--- config.mk ---
export PLATFORM = sky130hd
export DESIGN_NAME = pcie_flow_ctrl_flat
export DESIGN_NICKNAME = d
export VERILOG_FILES = /design/src/rtl/pcie_flow_ctrl_pkg.sv /design/src/rtl/pcie_flow_ctrl_if.sv /design/src/rtl/pcie_flow_ctrl_vc_arbiter.sv /design/src/rtl/pcie_flow_ctrl.sv /design/src/flat_wrapper.sv
export SDC_FILE = /design/constraint.sdc
export NUM_CORES = 1
export LEC_CHECK = 0
export CELL_PAD_IN_SITES_DETAIL_PLACEMENT = 1
export CELL_PAD_IN_SITES_GLOBAL_PLACEMENT = 1
export CORE_MARGIN = 2
export CORE_UTILIZATION = 32
export DETAILED_ROUTE_END_ITERATION = 10
export PLACE_DENSITY = 0.84
export SYNTH_ARGS = -nofsm -noshare
export SYNTH_HDL_FRONTEND = slang
export SYNTH_HIERARCHICAL = 1
export SYNTH_SLANG_ARGS = --single-unit
--- constraint.sdc ---
create_clock -name clk -period 3.9 [get_ports clk]
set_input_delay 1.17 -clock clk [delete_from_list [all_inputs] [get_ports clk]]
set_output_delay 1.17 -clock clk [all_outputs]
set_load 0.03 [all_outputs]
--- src/rtl/pcie_flow_ctrl_pkg.sv ---
// Shared definitions for the PCIe transaction flow controller: link states,
// occupancy/threshold widths and the almost-full compare.
package pcie_flow_ctrl_pkg;

  localparam int MF_CW = 3;
  localparam int VC_CW = 5;
  localparam int D_CW  = 3;
  localparam int UMF_W = 2;
  localparam int UVC_W = 4;
  localparam int UD_W  = 2;
  localparam int ERR_W = 5;

  typedef enum logic [2:0] {
    ST_RESET  = 3'd0,
    ST_INIT   = 3'd1,
    ST_IDLE   = 3'd2,
    ST_ACTIVE = 3'd3,
    ST_ERROR  = 3'd4
  } fc_state_e;

  // A zero threshold disables the flag; operands arrive zero-extended.
  function automatic logic almost_full(input logic [7:0] count, input logic [7:0] thr);
    return (thr != 8'd0) && (count >= thr);
  endfunction

endpackage

--- src/rtl/pcie_flow_ctrl_if.sv ---
// Control bundle between the flow controller (master) and the external
// FIFO/mux datapath (slave).
interface pcie_flow_ctrl_if;
  import pcie_flow_ctrl_pkg::*;

  logic             init;
  logic [UMF_W-1:0] umbral_mf;
  logic [UVC_W-1:0] umbral_vc0;
  logic [UVC_W-1:0] umbral_vc1;
  logic [UD_W-1:0]  umbral_d0;
  logic [UD_W-1:0]  umbral_d1;
  logic [MF_CW-1:0] mf_count;
  logic [VC_CW-1:0] vc0_count;
  logic [VC_CW-1:0] vc1_count;
  logic [D_CW-1:0]  d0_count;
  logic [D_CW-1:0]  d1_count;
  logic             mf_head_vc;
  logic             vc0_head_dest;
  logic             vc1_head_dest;
  logic [ERR_W-1:0] fifo_err;   // {d1,d0,vc1,vc0,mf}
  logic             pop_mf;
  logic             pop_vc0;
  logic             pop_vc1;
  logic             demux_sel;
  logic             Pausa_MF;
  logic             init_out;
  logic             idle_out;
  logic             active_out;
  logic             error_out;

  modport master (
    input  init, umbral_mf, umbral_vc0, umbral_vc1, umbral_d0, umbral_d1,
           mf_count, vc0_count, vc1_count, d0_count, d1_count,
           mf_head_vc, vc0_head_dest, vc1_head_dest, fifo_err,
    output pop_mf, pop_vc0, pop_vc1, demux_sel, Pausa_MF,
           init_out, idle_out, active_out, error_out
  );

  modport slave (
    output init, umbral_mf, umbral_vc0, umbral_vc1, umbral_d0, umbral_d1,
           mf_count, vc0_count, vc1_count, d0_count, d1_count,
           mf_head_vc, vc0_head_dest, vc1_head_dest, fifo_err,
    input  pop_mf, pop_vc0, pop_vc1, demux_sel, Pausa_MF,
           init_out, idle_out, active_out, error_out
  );

endinterface

--- src/rtl/pcie_flow_ctrl_vc_arbiter.sv ---
// VC0/VC1 -> D demux arbiter: VC0 has priority, but after STARVE_MAX
// consecutive VC0 grants with VC1 waiting, VC1 gets one grant.
module pcie_flow_ctrl_vc_arbiter #(
  parameter int STARVE_MAX = 4
) (
  input  logic clk,
  input  logic reset,
  input  logic en,
  input  logic elig0,
  input  logic elig1,
  output logic pop_vc0,
  output logic pop_vc1,
  output logic demux_sel
);

  logic [3:0] starve_cnt_q, starve_cnt_d;
  logic       grant0, grant1;

  always_comb begin
    grant1       = en && elig1 && (!elig0 || (starve_cnt_q == 4'(STARVE_MAX)));
    grant0       = en && elig0 && !grant1;
    pop_vc0      = grant0;
    pop_vc1      = grant1;
    demux_sel    = grant1;
    starve_cnt_d = starve_cnt_q;
    if (!en || grant1 || !elig1) begin
      starve_cnt_d = 4'd0;
    end else if (grant0 && (starve_cnt_q != 4'(STARVE_MAX))) begin
      starve_cnt_d = starve_cnt_q + 4'd1;
    end
  end

  always_ff @(posedge clk) begin
    if (reset) begin
      starve_cnt_q <= 4'd0;
    end else begin
      starve_cnt_q <= starve_cnt_d;
    end
  end

endmodule

--- src/rtl/pcie_flow_ctrl.sv ---
// Link FSM, threshold latch, MF/VC pop strobes and Pausa_MF for the PCIe
// transaction datapath; the FIFOs and muxes themselves live outside.
module pcie_flow_ctrl
  import pcie_flow_ctrl_pkg::*;
#(
  parameter int STARVE_MAX = 4,
  parameter int UMF_RST    = 3,
  parameter int UVC_RST    = 12,
  parameter int UD_RST     = 3
) (
  input  logic              clk,
  input  logic              reset,
  pcie_flow_ctrl_if.master  bus
);

  fc_state_e        state_q, state_d;
  logic [UMF_W-1:0] umf_q, umf_d;
  logic [UVC_W-1:0] uvc0_q, uvc0_d, uvc1_q, uvc1_d;
  logic [UD_W-1:0]  ud0_q, ud0_d, ud1_q, ud1_d;
  logic             pausa_q, pausa_d;
  logic             af_mf, af_vc0, af_vc1, af_d0, af_d1;
  logic             is_active, pop_mf, elig0, elig1, any_cnt;
  logic             pop_vc0, pop_vc1, demux_sel;

  always_comb begin
    af_mf  = almost_full(8'(bus.mf_count),  8'(umf_q));
    af_vc0 = almost_full(8'(bus.vc0_count), 8'(uvc0_q));
    af_vc1 = almost_full(8'(bus.vc1_count), 8'(uvc1_q));
    af_d0  = almost_full(8'(bus.d0_count),  8'(ud0_q));
    af_d1  = almost_full(8'(bus.d1_count),  8'(ud1_q));
    // Gated by reset so an in-flight burst stops in the same cycle.
    is_active = (state_q == ST_ACTIVE) && !reset;
    pop_mf    = is_active && (bus.mf_count != '0) &&
                !(bus.mf_head_vc ? af_vc1 : af_vc0);
    elig0     = (bus.vc0_count != '0) && !(bus.vc0_head_dest ? af_d1 : af_d0);
    elig1     = (bus.vc1_count != '0) && !(bus.vc1_head_dest ? af_d1 : af_d0);
    any_cnt   = (bus.mf_count != '0) || (bus.vc0_count != '0) ||
                (bus.vc1_count != '0) || (bus.d0_count != '0) ||
                (bus.d1_count != '0);
  end

  pcie_flow_ctrl_vc_arbiter #(
    .STARVE_MAX (STARVE_MAX)
  ) u_vc_arbiter (
    .clk       (clk),
    .reset     (reset),
    .en        (is_active),
    .elig0     (elig0),
    .elig1     (elig1),
    .pop_vc0   (pop_vc0),
    .pop_vc1   (pop_vc1),
    .demux_sel (demux_sel)
  );

  always_comb begin
    state_d = state_q;
    umf_d   = umf_q;
    uvc0_d  = uvc0_q;
    uvc1_d  = uvc1_q;
    ud0_d   = ud0_q;
    ud1_d   = ud1_q;
    pausa_d = af_mf;
    if (state_q == ST_INIT) begin
      umf_d  = bus.umbral_mf;
      uvc0_d = bus.umbral_vc0;
      uvc1_d = bus.umbral_vc1;
      ud0_d  = bus.umbral_d0;
      ud1_d  = bus.umbral_d1;
    end
    case (state_q)
      ST_RESET: state_d = ST_INIT;
      ST_INIT:  if (!bus.init) state_d = ST_IDLE;
      ST_IDLE, ST_ACTIVE: begin
        // A FIFO fault outranks both re-init and idle/active moves.
        if (bus.fifo_err != '0) begin
          state_d = ST_ERROR;
        end else if (bus.init) begin
          state_d = ST_INIT;
        end else if ((state_q == ST_IDLE) && any_cnt) begin
          state_d = ST_ACTIVE;
        end else if ((state_q == ST_ACTIVE) && !any_cnt &&
                     !(pop_mf || pop_vc0 || pop_vc1)) begin
          state_d = ST_IDLE;
        end
      end
      ST_ERROR: if (bus.init) state_d = ST_INIT;
      default:  state_d = ST_RESET;
    endcase
  end

  always_ff @(posedge clk) begin
    if (reset) begin
      state_q <= ST_RESET;
      umf_q   <= UMF_W'(UMF_RST);
      uvc0_q  <= UVC_W'(UVC_RST);
      uvc1_q  <= UVC_W'(UVC_RST);
      ud0_q   <= UD_W'(UD_RST);
      ud1_q   <= UD_W'(UD_RST);
      pausa_q <= 1'b0;
    end else begin
      state_q <= state_d;
      umf_q   <= umf_d;
      uvc0_q  <= uvc0_d;
      uvc1_q  <= uvc1_d;
      ud0_q   <= ud0_d;
      ud1_q   <= ud1_d;
      pausa_q <= pausa_d;
    end
  end

  assign bus.pop_mf     = pop_mf;
  assign bus.pop_vc0    = pop_vc0;
  assign bus.pop_vc1    = pop_vc1;
  assign bus.demux_sel  = demux_sel;
  assign bus.Pausa_MF   = ((state_q == ST_INIT) || (state_q == ST_ERROR)) ? 1'b1 :
                          ((state_q == ST_RESET) ? 1'b0 : pausa_q);
  assign bus.init_out   = (state_q == ST_INIT);
  assign bus.idle_out   = (state_q == ST_IDLE);
  assign bus.active_out = (state_q == ST_ACTIVE);
  assign bus.error_out  = (state_q == ST_ERROR);

endmodule
--- src/flat_wrapper.sv ---
// flat-port wrapper written by rule: the top's interface ports become plain ports
module pcie_flow_ctrl_flat import pcie_flow_ctrl_pkg::*;
#(
  parameter int STARVE_MAX = 4,
  parameter int UMF_RST    = 3,
  parameter int UVC_RST    = 12,
  parameter int UD_RST     = 3
)
  (clk, reset, bus_init, bus_umbral_mf, bus_umbral_vc0, bus_umbral_vc1, bus_umbral_d0, bus_umbral_d1, bus_mf_count, bus_vc0_count, bus_vc1_count, bus_d0_count, bus_d1_count, bus_mf_head_vc, bus_vc0_head_dest, bus_vc1_head_dest, bus_fifo_err, bus_pop_mf, bus_pop_vc0, bus_pop_vc1, bus_demux_sel, bus_Pausa_MF, bus_init_out, bus_idle_out, bus_active_out, bus_error_out);
  pcie_flow_ctrl_if bus_i ();
  input  logic clk;
  input  logic reset;
  input wire logic [$bits(bus_i.init)-1:0] bus_init;
  input wire logic [$bits(bus_i.umbral_mf)-1:0] bus_umbral_mf;
  input wire logic [$bits(bus_i.umbral_vc0)-1:0] bus_umbral_vc0;
  input wire logic [$bits(bus_i.umbral_vc1)-1:0] bus_umbral_vc1;
  input wire logic [$bits(bus_i.umbral_d0)-1:0] bus_umbral_d0;
  input wire logic [$bits(bus_i.umbral_d1)-1:0] bus_umbral_d1;
  input wire logic [$bits(bus_i.mf_count)-1:0] bus_mf_count;
  input wire logic [$bits(bus_i.vc0_count)-1:0] bus_vc0_count;
  input wire logic [$bits(bus_i.vc1_count)-1:0] bus_vc1_count;
  input wire logic [$bits(bus_i.d0_count)-1:0] bus_d0_count;
  input wire logic [$bits(bus_i.d1_count)-1:0] bus_d1_count;
  input wire logic [$bits(bus_i.mf_head_vc)-1:0] bus_mf_head_vc;
  input wire logic [$bits(bus_i.vc0_head_dest)-1:0] bus_vc0_head_dest;
  input wire logic [$bits(bus_i.vc1_head_dest)-1:0] bus_vc1_head_dest;
  input wire logic [$bits(bus_i.fifo_err)-1:0] bus_fifo_err;
  output wire logic [$bits(bus_i.pop_mf)-1:0] bus_pop_mf;
  output wire logic [$bits(bus_i.pop_vc0)-1:0] bus_pop_vc0;
  output wire logic [$bits(bus_i.pop_vc1)-1:0] bus_pop_vc1;
  output wire logic [$bits(bus_i.demux_sel)-1:0] bus_demux_sel;
  output wire logic [$bits(bus_i.Pausa_MF)-1:0] bus_Pausa_MF;
  output wire logic [$bits(bus_i.init_out)-1:0] bus_init_out;
  output wire logic [$bits(bus_i.idle_out)-1:0] bus_idle_out;
  output wire logic [$bits(bus_i.active_out)-1:0] bus_active_out;
  output wire logic [$bits(bus_i.error_out)-1:0] bus_error_out;
  assign bus_i.init = bus_init;
  assign bus_i.umbral_mf = bus_umbral_mf;
  assign bus_i.umbral_vc0 = bus_umbral_vc0;
  assign bus_i.umbral_vc1 = bus_umbral_vc1;
  assign bus_i.umbral_d0 = bus_umbral_d0;
  assign bus_i.umbral_d1 = bus_umbral_d1;
  assign bus_i.mf_count = bus_mf_count;
  assign bus_i.vc0_count = bus_vc0_count;
  assign bus_i.vc1_count = bus_vc1_count;
  assign bus_i.d0_count = bus_d0_count;
  assign bus_i.d1_count = bus_d1_count;
  assign bus_i.mf_head_vc = bus_mf_head_vc;
  assign bus_i.vc0_head_dest = bus_vc0_head_dest;
  assign bus_i.vc1_head_dest = bus_vc1_head_dest;
  assign bus_i.fifo_err = bus_fifo_err;
  assign bus_pop_mf = bus_i.pop_mf;
  assign bus_pop_vc0 = bus_i.pop_vc0;
  assign bus_pop_vc1 = bus_i.pop_vc1;
  assign bus_demux_sel = bus_i.demux_sel;
  assign bus_Pausa_MF = bus_i.Pausa_MF;
  assign bus_init_out = bus_i.init_out;
  assign bus_idle_out = bus_i.idle_out;
  assign bus_active_out = bus_i.active_out;
  assign bus_error_out = bus_i.error_out;
  pcie_flow_ctrl #(.STARVE_MAX(STARVE_MAX), .UMF_RST(UMF_RST), .UVC_RST(UVC_RST), .UD_RST(UD_RST)) u_core (.clk(clk), .reset(reset), .bus(bus_i));
endmodule
==> results.md, run 1 <==
* Outcome: finished with violations
* Violations in the final reports: negative setup slack
* Routed WL at 5.62 mm
* Final Non-Filler Cells at 299
* Sw frac at 0.297
* CP top delay family: compound AO/OA/AOI/OAI gates
* Vias/cell at 5.27
* P_sw at 208 uW
* Buffers & Inverters on Critical Path at 3
* Clock Power Share at 0.320
* Final ANT Viol Nets at 0
* Crit Path Class: in2out
* Synthesis-stage register bit count at 22
* Crit end category: primary output
* Iteration-0 DRC Markers at 87
* Max_slew headroom at 0.713
* Clock Tree Root: clkbuf_8
* RSZ-0062 raised after global routing: yes
* CP peak stage delay at 0.32 ns
* Core ar. at 4380 sq um
* Synthesized area per cell at 8.46 sq um
* Total CTS buffers at 3
* Most common cell in the netlist: nor2_1
* Post-Syn Area at 1460 sq um
* Initial antenna violation count at 0
* Least-Margin Pin Slew at 0.427 ns
* Yosys top cell by area: dfxtp_1
* DIE WIDTH at 71.6 microns
* Required @ worst endpoint at 2.73 ns
* CTS tree: yes
* Share of cells above drive strength 1 at 0.263
* P_leak at 1.09 nW
* Die area at 5130 sq um
* Grt ovf at 0
* Post-cts hold buffer count at 0
* Fin worst setup slack at -0.144 ns
* Power per standard cell area at 290 nW/um^2
* Clock buffer depth at 2
* Pre-Repair DR Iteration Count at 4
* Top post-synthesis cells by area: dfxtp_1 30%, ha_1 14%, nor2_1 6.9%, a211o_1 6.0%, inv_1 4.9%
* Vias in the first global route at 1703
* Initial Util at 0.334
* # DRC at 0
* Ports at 53
* Period utilization at 1.04
* Clk_lat worst skew at 0.28 ns
* Ant diodes at 0
* Post-synth EDFFs at 0
* Post-synth ARST share at 0
* Cell Int Power at 494 uW
* CP startpoint kind: primary input
* DR WL/cell at 18.8 microns
* Clk sinks at 22
* Post-synth top area share at 0.301
* Hold Violations, Final at 0
* Ys Warns at 6
* Combinational power share at 0.315
* Placer Congestion at 0.806
* Worst min path class: reg2reg
* Final Power at 702 uW
* Post-synth top flop: dfxtp_1
* Pin count of the biggest net entering global routing at 27
* Site Rows at 24
* Tmin final at 4.04 ns
* Die Y-Extent at 71.6 microns
* Gate count of the mapped netlist at 173
* Synth cell count leaders: 27 x nor2_1, 22 x dfxtp_1, 19 x inv_1
* All-Layer GR Usage at 0.217
* Routed vias at 1576
* Fill count at 520
* Final #Nets at 308
* CP max FO at 2
* CP Cell Sequence: buf_8 > inv_4 > ha_4 > nand2b_4 > a211oi_4 > nor3_2 > a211oi_2 > nand2_1 > a21oi_4 > buf_6
* H-tree Lvls at 1
* Layout Skew at 0.00290 ns
* Syn_nets at 233
* Seq pwr share at 0.365
* Multi-input logic area at 1060 sq um
* Crit path DAT at 2.87 ns
* Final setup viols at 3
* # port buffers at 52
* Maximum vdd drop at 0.276 mV
* Max cap viols at 0
* Crit-path slowest cell: a211oi_4
* Sequential standard cell area at 440 sq um
* First-pass GRT wire length at 8.29 mm
* Post-DP HPWL at 3.29 mm
* Netlist cell types at 41
* Final slew viol count at 0
* Area Growth Syn to Fin at 65.3%
* Fmax at 247 MHz
* Sequential area share after synthesis at 0.301
* Post-Place Cells at 279
* Reg clk slew, reported paths at 0.08 ns
==> worst paths after layout <==
| check | start | endpoint | slack, ns | depth (start not counted) |
|---|---|---|---|---|
| worst min-delay path | u_core/u_vc_arbiter/starve_cnt_q[0]$_SDFFE_PP0P_ | u_core/u_vc_arbiter/starve_cnt_q[0]$_SDFFE_PP0P_ | 0.51 | 1 |
| worst max-delay path | bus_d0_count[0] | bus_pop_vc0 | -0.14 | 10 |
| worst max register to register | u_core/ud0_q[0]$_SDFFE_PP1P_ | u_core/state_q[0]$_SDFFE_PP0P_ | 1.30 | 12 |
| worst min register to register | u_core/u_vc_arbiter/starve_cnt_q[0]$_SDFFE_PP0P_ | u_core/u_vc_arbiter/starve_cnt_q[0]$_SDFFE_PP0P_ | 0.51 | 1 |
==> power by group through the flow <==
stage	logic, mW	registers (mW)	clock network (mW)
4_1_cts	0.197	0.255	0.225
5_1_grt	0.236	0.258	0.240
3_3_place_gp	0.162	0.259	0
2_1_floorplan	0.0948	0.254	0
6_report	0.221	0.256	0.225
3_5_place_dp	0.171	0.260	0
==> sequential cells by signal, summed over array words and instances (netlist names) <==
name / cells
u_core/umf_q: 2
u_core/u_vc_arbiter/starve_cnt_q: 4
u_core/state_q: 3
u_core/ud1_q: 2
u_core/uvc0_q: 4
u_core/uvc1_q: 4
u_core/pausa_q: 1
u_core/ud0_q: 2
==> logic make-up after synthesis <==
family,Yosys count,share of synthesized area
buffers and inverters,27,0.0897
DFF,22,0.301
AOI/OAI and AO/OA,36,0.187
and+or+nand+nor,67,0.251
muxes,4,0.0274
adders and majority gates,17,0.144
==> placed cells by master, fill, tap and decap left out, types with 3 or more instances in the layout <==
master and count:
a211o_1 10, a21oi_1 5, buf_4 25, buf_6 4
clkbuf_8 3, clkdlybuf4s15_1 3, clkdlybuf4s50_1 34, dfxtp_1 22
dlygate4sd2_1 9, ha_1 12, ha_4 3, inv_1 17
mux2i_1 4, nand2_1 4, nor2_1 25, nor2b_1 7
nor3_1 6, nor3_2 3
==> per-stage QoR <==
stage	worst slack (ns)	cell area, sq um	hold slack (ns)	setup TNS (ns)	utilization
2_1_floorplan	-0.179	1470	0.461	-0.330	-
3_3_place_gp	-0.507	2050	0.489	-1.80	0.469
3_5_place_dp	-0.636	2050	0.494	-2.17	0.469
4_1_cts	0.0176	2360	0.510	0	0.539
5_1_grt	-0.157	2420	0.537	-0.360	0.552
6_report	-0.144	2420	0.515	-0.267	0.552
==> per-layer routing <==
layer,up-vias,GRT usage,share of wire
met5,-,0,0
met4,0,0.111,0.029
met3,11,0.0619,0.048
met2,46,0.399,0.55
met1,766,0.220,0.37
li1,753,-,-
==> repair_timing <==
item                                    in CTS  in global routing
hold endpoints to repair                     0                  0
endpoints found under the setup margin       4                  4
pin swaps                                   20                 13
buffers inserted                            15                  1
gates resized for setup                     44                 14
==> area by class of cell <==
class | count | area share
Clock buffer | 3 | 0.0171
Sequential cell | 22 | 0.182
Multi-Input combinational cell | 124 | 0.436
Timing Repair Buffer | 77 | 0.293
Clock inverter | 1 | 0.0124
Inverter | 20 | 0.0321
Tap cell | 52 | 0.0269
Note: power is estimated with default switching activity, not from simulation.
==> run 2: changes to the inputs <==
--- a/config.mk
+++ b/config.mk
@@ -9,9 +9,12 @@
 export CELL_PAD_IN_SITES_GLOBAL_PLACEMENT = 1
 export CORE_MARGIN = 2
 export CORE_UTILIZATION = 32
+export CTS_CLUSTER_DIAMETER = 100
 export DETAILED_ROUTE_END_ITERATION = 10
 export PLACE_DENSITY = 0.84
+export SETUP_SLACK_MARGIN = 0.5
 export SYNTH_ARGS = -nofsm -noshare
 export SYNTH_HDL_FRONTEND = slang
 export SYNTH_HIERARCHICAL = 1
 export SYNTH_SLANG_ARGS = --single-unit
+export TNS_END_PERCENT = 20
==> results.md, run 2 (synthesized netlist as in run 1, its figures left out) <==
* Maximum vdd drop at 0.202 mV
* Initial antenna violation count at 0
* CP Cell Sequence: buf_4 > inv_1 > ha_1 > nand2b_1 > a21o_1 > a2111oi_4 > o21a_1 > buf_6
* Crit Path Class: in2out
* Site Rows at 24
* Initial Util at 0.334
* Crit-path slowest cell: a2111oi_4
* CTS tree: yes
* CP startpoint kind: primary input
* Routed WL at 4.25 mm
* Crit end category: primary output
* Pre-Repair DR Iteration Count at 4
* Max cap viols at 0
* Clk_lat worst skew at 0.27 ns
* Hold Violations, Final at 0
* Least-Margin Pin Slew at 0.362 ns
* CP peak stage delay at 0.37 ns
* Hold Path Depth at 2
* First-pass GRT wire length at 7.47 mm
* # DRC at 0
* DR WL/cell at 14.7 microns
* Total CTS buffers at 3
* Ports at 53
* Final setup viols at 0
* Final ANT Viol Nets at 0
* Dpl ws at -0.421 ns
* Placer Congestion at 0.782
* Tmin final at 3.80 ns
* Max_slew headroom at 0.757
* Worst-case reg-to-reg path depth at 12
* Routed vias at 1467
* Area Growth Syn to Fin at 59.2%
* Crit path DAT at 2.63 ns
* Grt ovf at 0
* Core ar. at 4380 sq um
* CP Depth at 8
* Power per standard cell area at 290 nW/um^2
* Worst min path class: reg2reg
* Iteration-0 DRC Markers at 59
* CP max FO at 2
* DIE WIDTH at 71.6 microns
* Reg clk slew, reported paths at 0.09 ns
* Final #Nets at 298
* Post-DP HPWL at 3.22 mm
* Fin worst setup slack at 0.0980 ns
* Clock buffer depth at 2
* Final slew viol count at 0
* Fmax at 263 MHz
* Most common cell after layout, fill and taps aside: clkdlybuf4s50_1
* # port buffers at 52
* Vias/cell at 5.08
* Clock Tree Root: clkbuf_8
* Ant diodes at 0
* P_leak at 1.04 nW
* Regs by FF count: u_core/u_vc_arbiter/starve_cnt_q: 4 flops, u_core/uvc0_q: 4 flops, u_core/uvc1_q: 4 flops
* Post-cts hold buffer count at 0
* All-Layer GR Usage at 0.185
* Pin count of the biggest net entering global routing at 27
* CP top delay family: compound AO/OA/AOI/OAI gates
* Outcome: finished clean
* Die area at 5130 sq um
* Share of cells above drive strength 1 at 0.232
* RSZ-0062 raised after global routing: yes
* H-tree Lvls at 1
* Commonest cells after routing, fill and taps aside: 32 x clkdlybuf4s50_1, 25 x nor2_1, 22 x dfxtp_1
* Period utilization at 0.975
* Layout Skew at 0.00536 ns
* Placed Instance Area at 2140 sq um
* Vias in the first global route at 1635
* Clk sinks at 22
* Post-route cell area at 2330 sq um
* Die Y-Extent at 71.6 microns
* Required @ worst endpoint at 2.73 ns
* Buffers & Inverters on Critical Path at 3
-- run 2: routing by layer --
metal / vias to the layer above / wire length [microns] / track usage
met2: 38 / 2180 / 0.331
li1: 733 / - / -
met5: - / 0 / 0
met1: 689 / 1770 / 0.216
met3: 7 / 209 / 0.0366
met4: 0 / 91 / 0.0734
-- run 2: worst register-to-register path, delay by kind of cell, from the launching register on --
| kind | cells | cell delay, ns |
|---|---|---|
| AO/OA/AOI/OAI | 5 | 0.93 |
| adder cells (fa/ha/maj) | 1 | 0.24 |
| buffers and inverters | 2 | 0.21 |
| flip-flops | 1 | 0.45 |
| AND/OR/NAND/NOR | 4 | 0.39 |
-- run 2: final timing paths --
kind                                 from                        endpoint  slack, ns
min reg2reg  u_core/umf_q[1]$_SDFFE_PP1P_       u_core/pausa_q$_SDFF_PP0_       0.51
max reg2reg  u_core/ud0_q[0]$_SDFFE_PP1P_  u_core/state_q[0]$_SDFFE_PP0P_       1.59
max                      bus_vc0_count[0]                      bus_pop_mf        0.1
min          u_core/umf_q[1]$_SDFFE_PP1P_       u_core/pausa_q$_SDFF_PP0_       0.51
-- run 2: what timing repair did --
action / 4_1_cts / 5_1_grt
gates resized for setup: 51 / 7
buffers inserted: 2 / 0
endpoints found under the setup margin: 4 / 4
hold endpoints to repair: 0 / 0
pin swaps: 19 / 13
-- run 2: area by class of cell --
type,count,area (sq um)
sequential,22,440
fill,513,2050
tap,52,65.1
multi-input combinational,124,1050
timing repair buffer,67,626
clock inverter,1,30.0
clock buffer,3,41.3
inverter,20,82.6
-- run 2: per-stage QoR --
stage / power (mW) / setup TNS [ns] / hold slack, ns / instances / util
final: 0.676 / 0 / 0.513 / 289 / 0.532
after detailed placement: 0.443 / -1.61 / 0.499 / 283 / 0.488
after CTS: 0.681 / 0 / 0.512 / 289 / 0.528
after global placement: 0.434 / -1.29 / 0.488 / 283 / 0.488
after global routing: 0.718 / 0 / 0.552 / 289 / 0.532
after floorplan: 0.358 / 0 / 0.462 / 173 / -
-- run 2: where the power goes --
group / total, mW / switching, mW / leakage (nW) / internal (mW)
logic: 0.201 / 0.0917 / 0.821 / 0.109
clock network: 0.219 / 0.0817 / 0.0357 / 0.137
registers: 0.256 / 0.0150 / 0.181 / 0.241
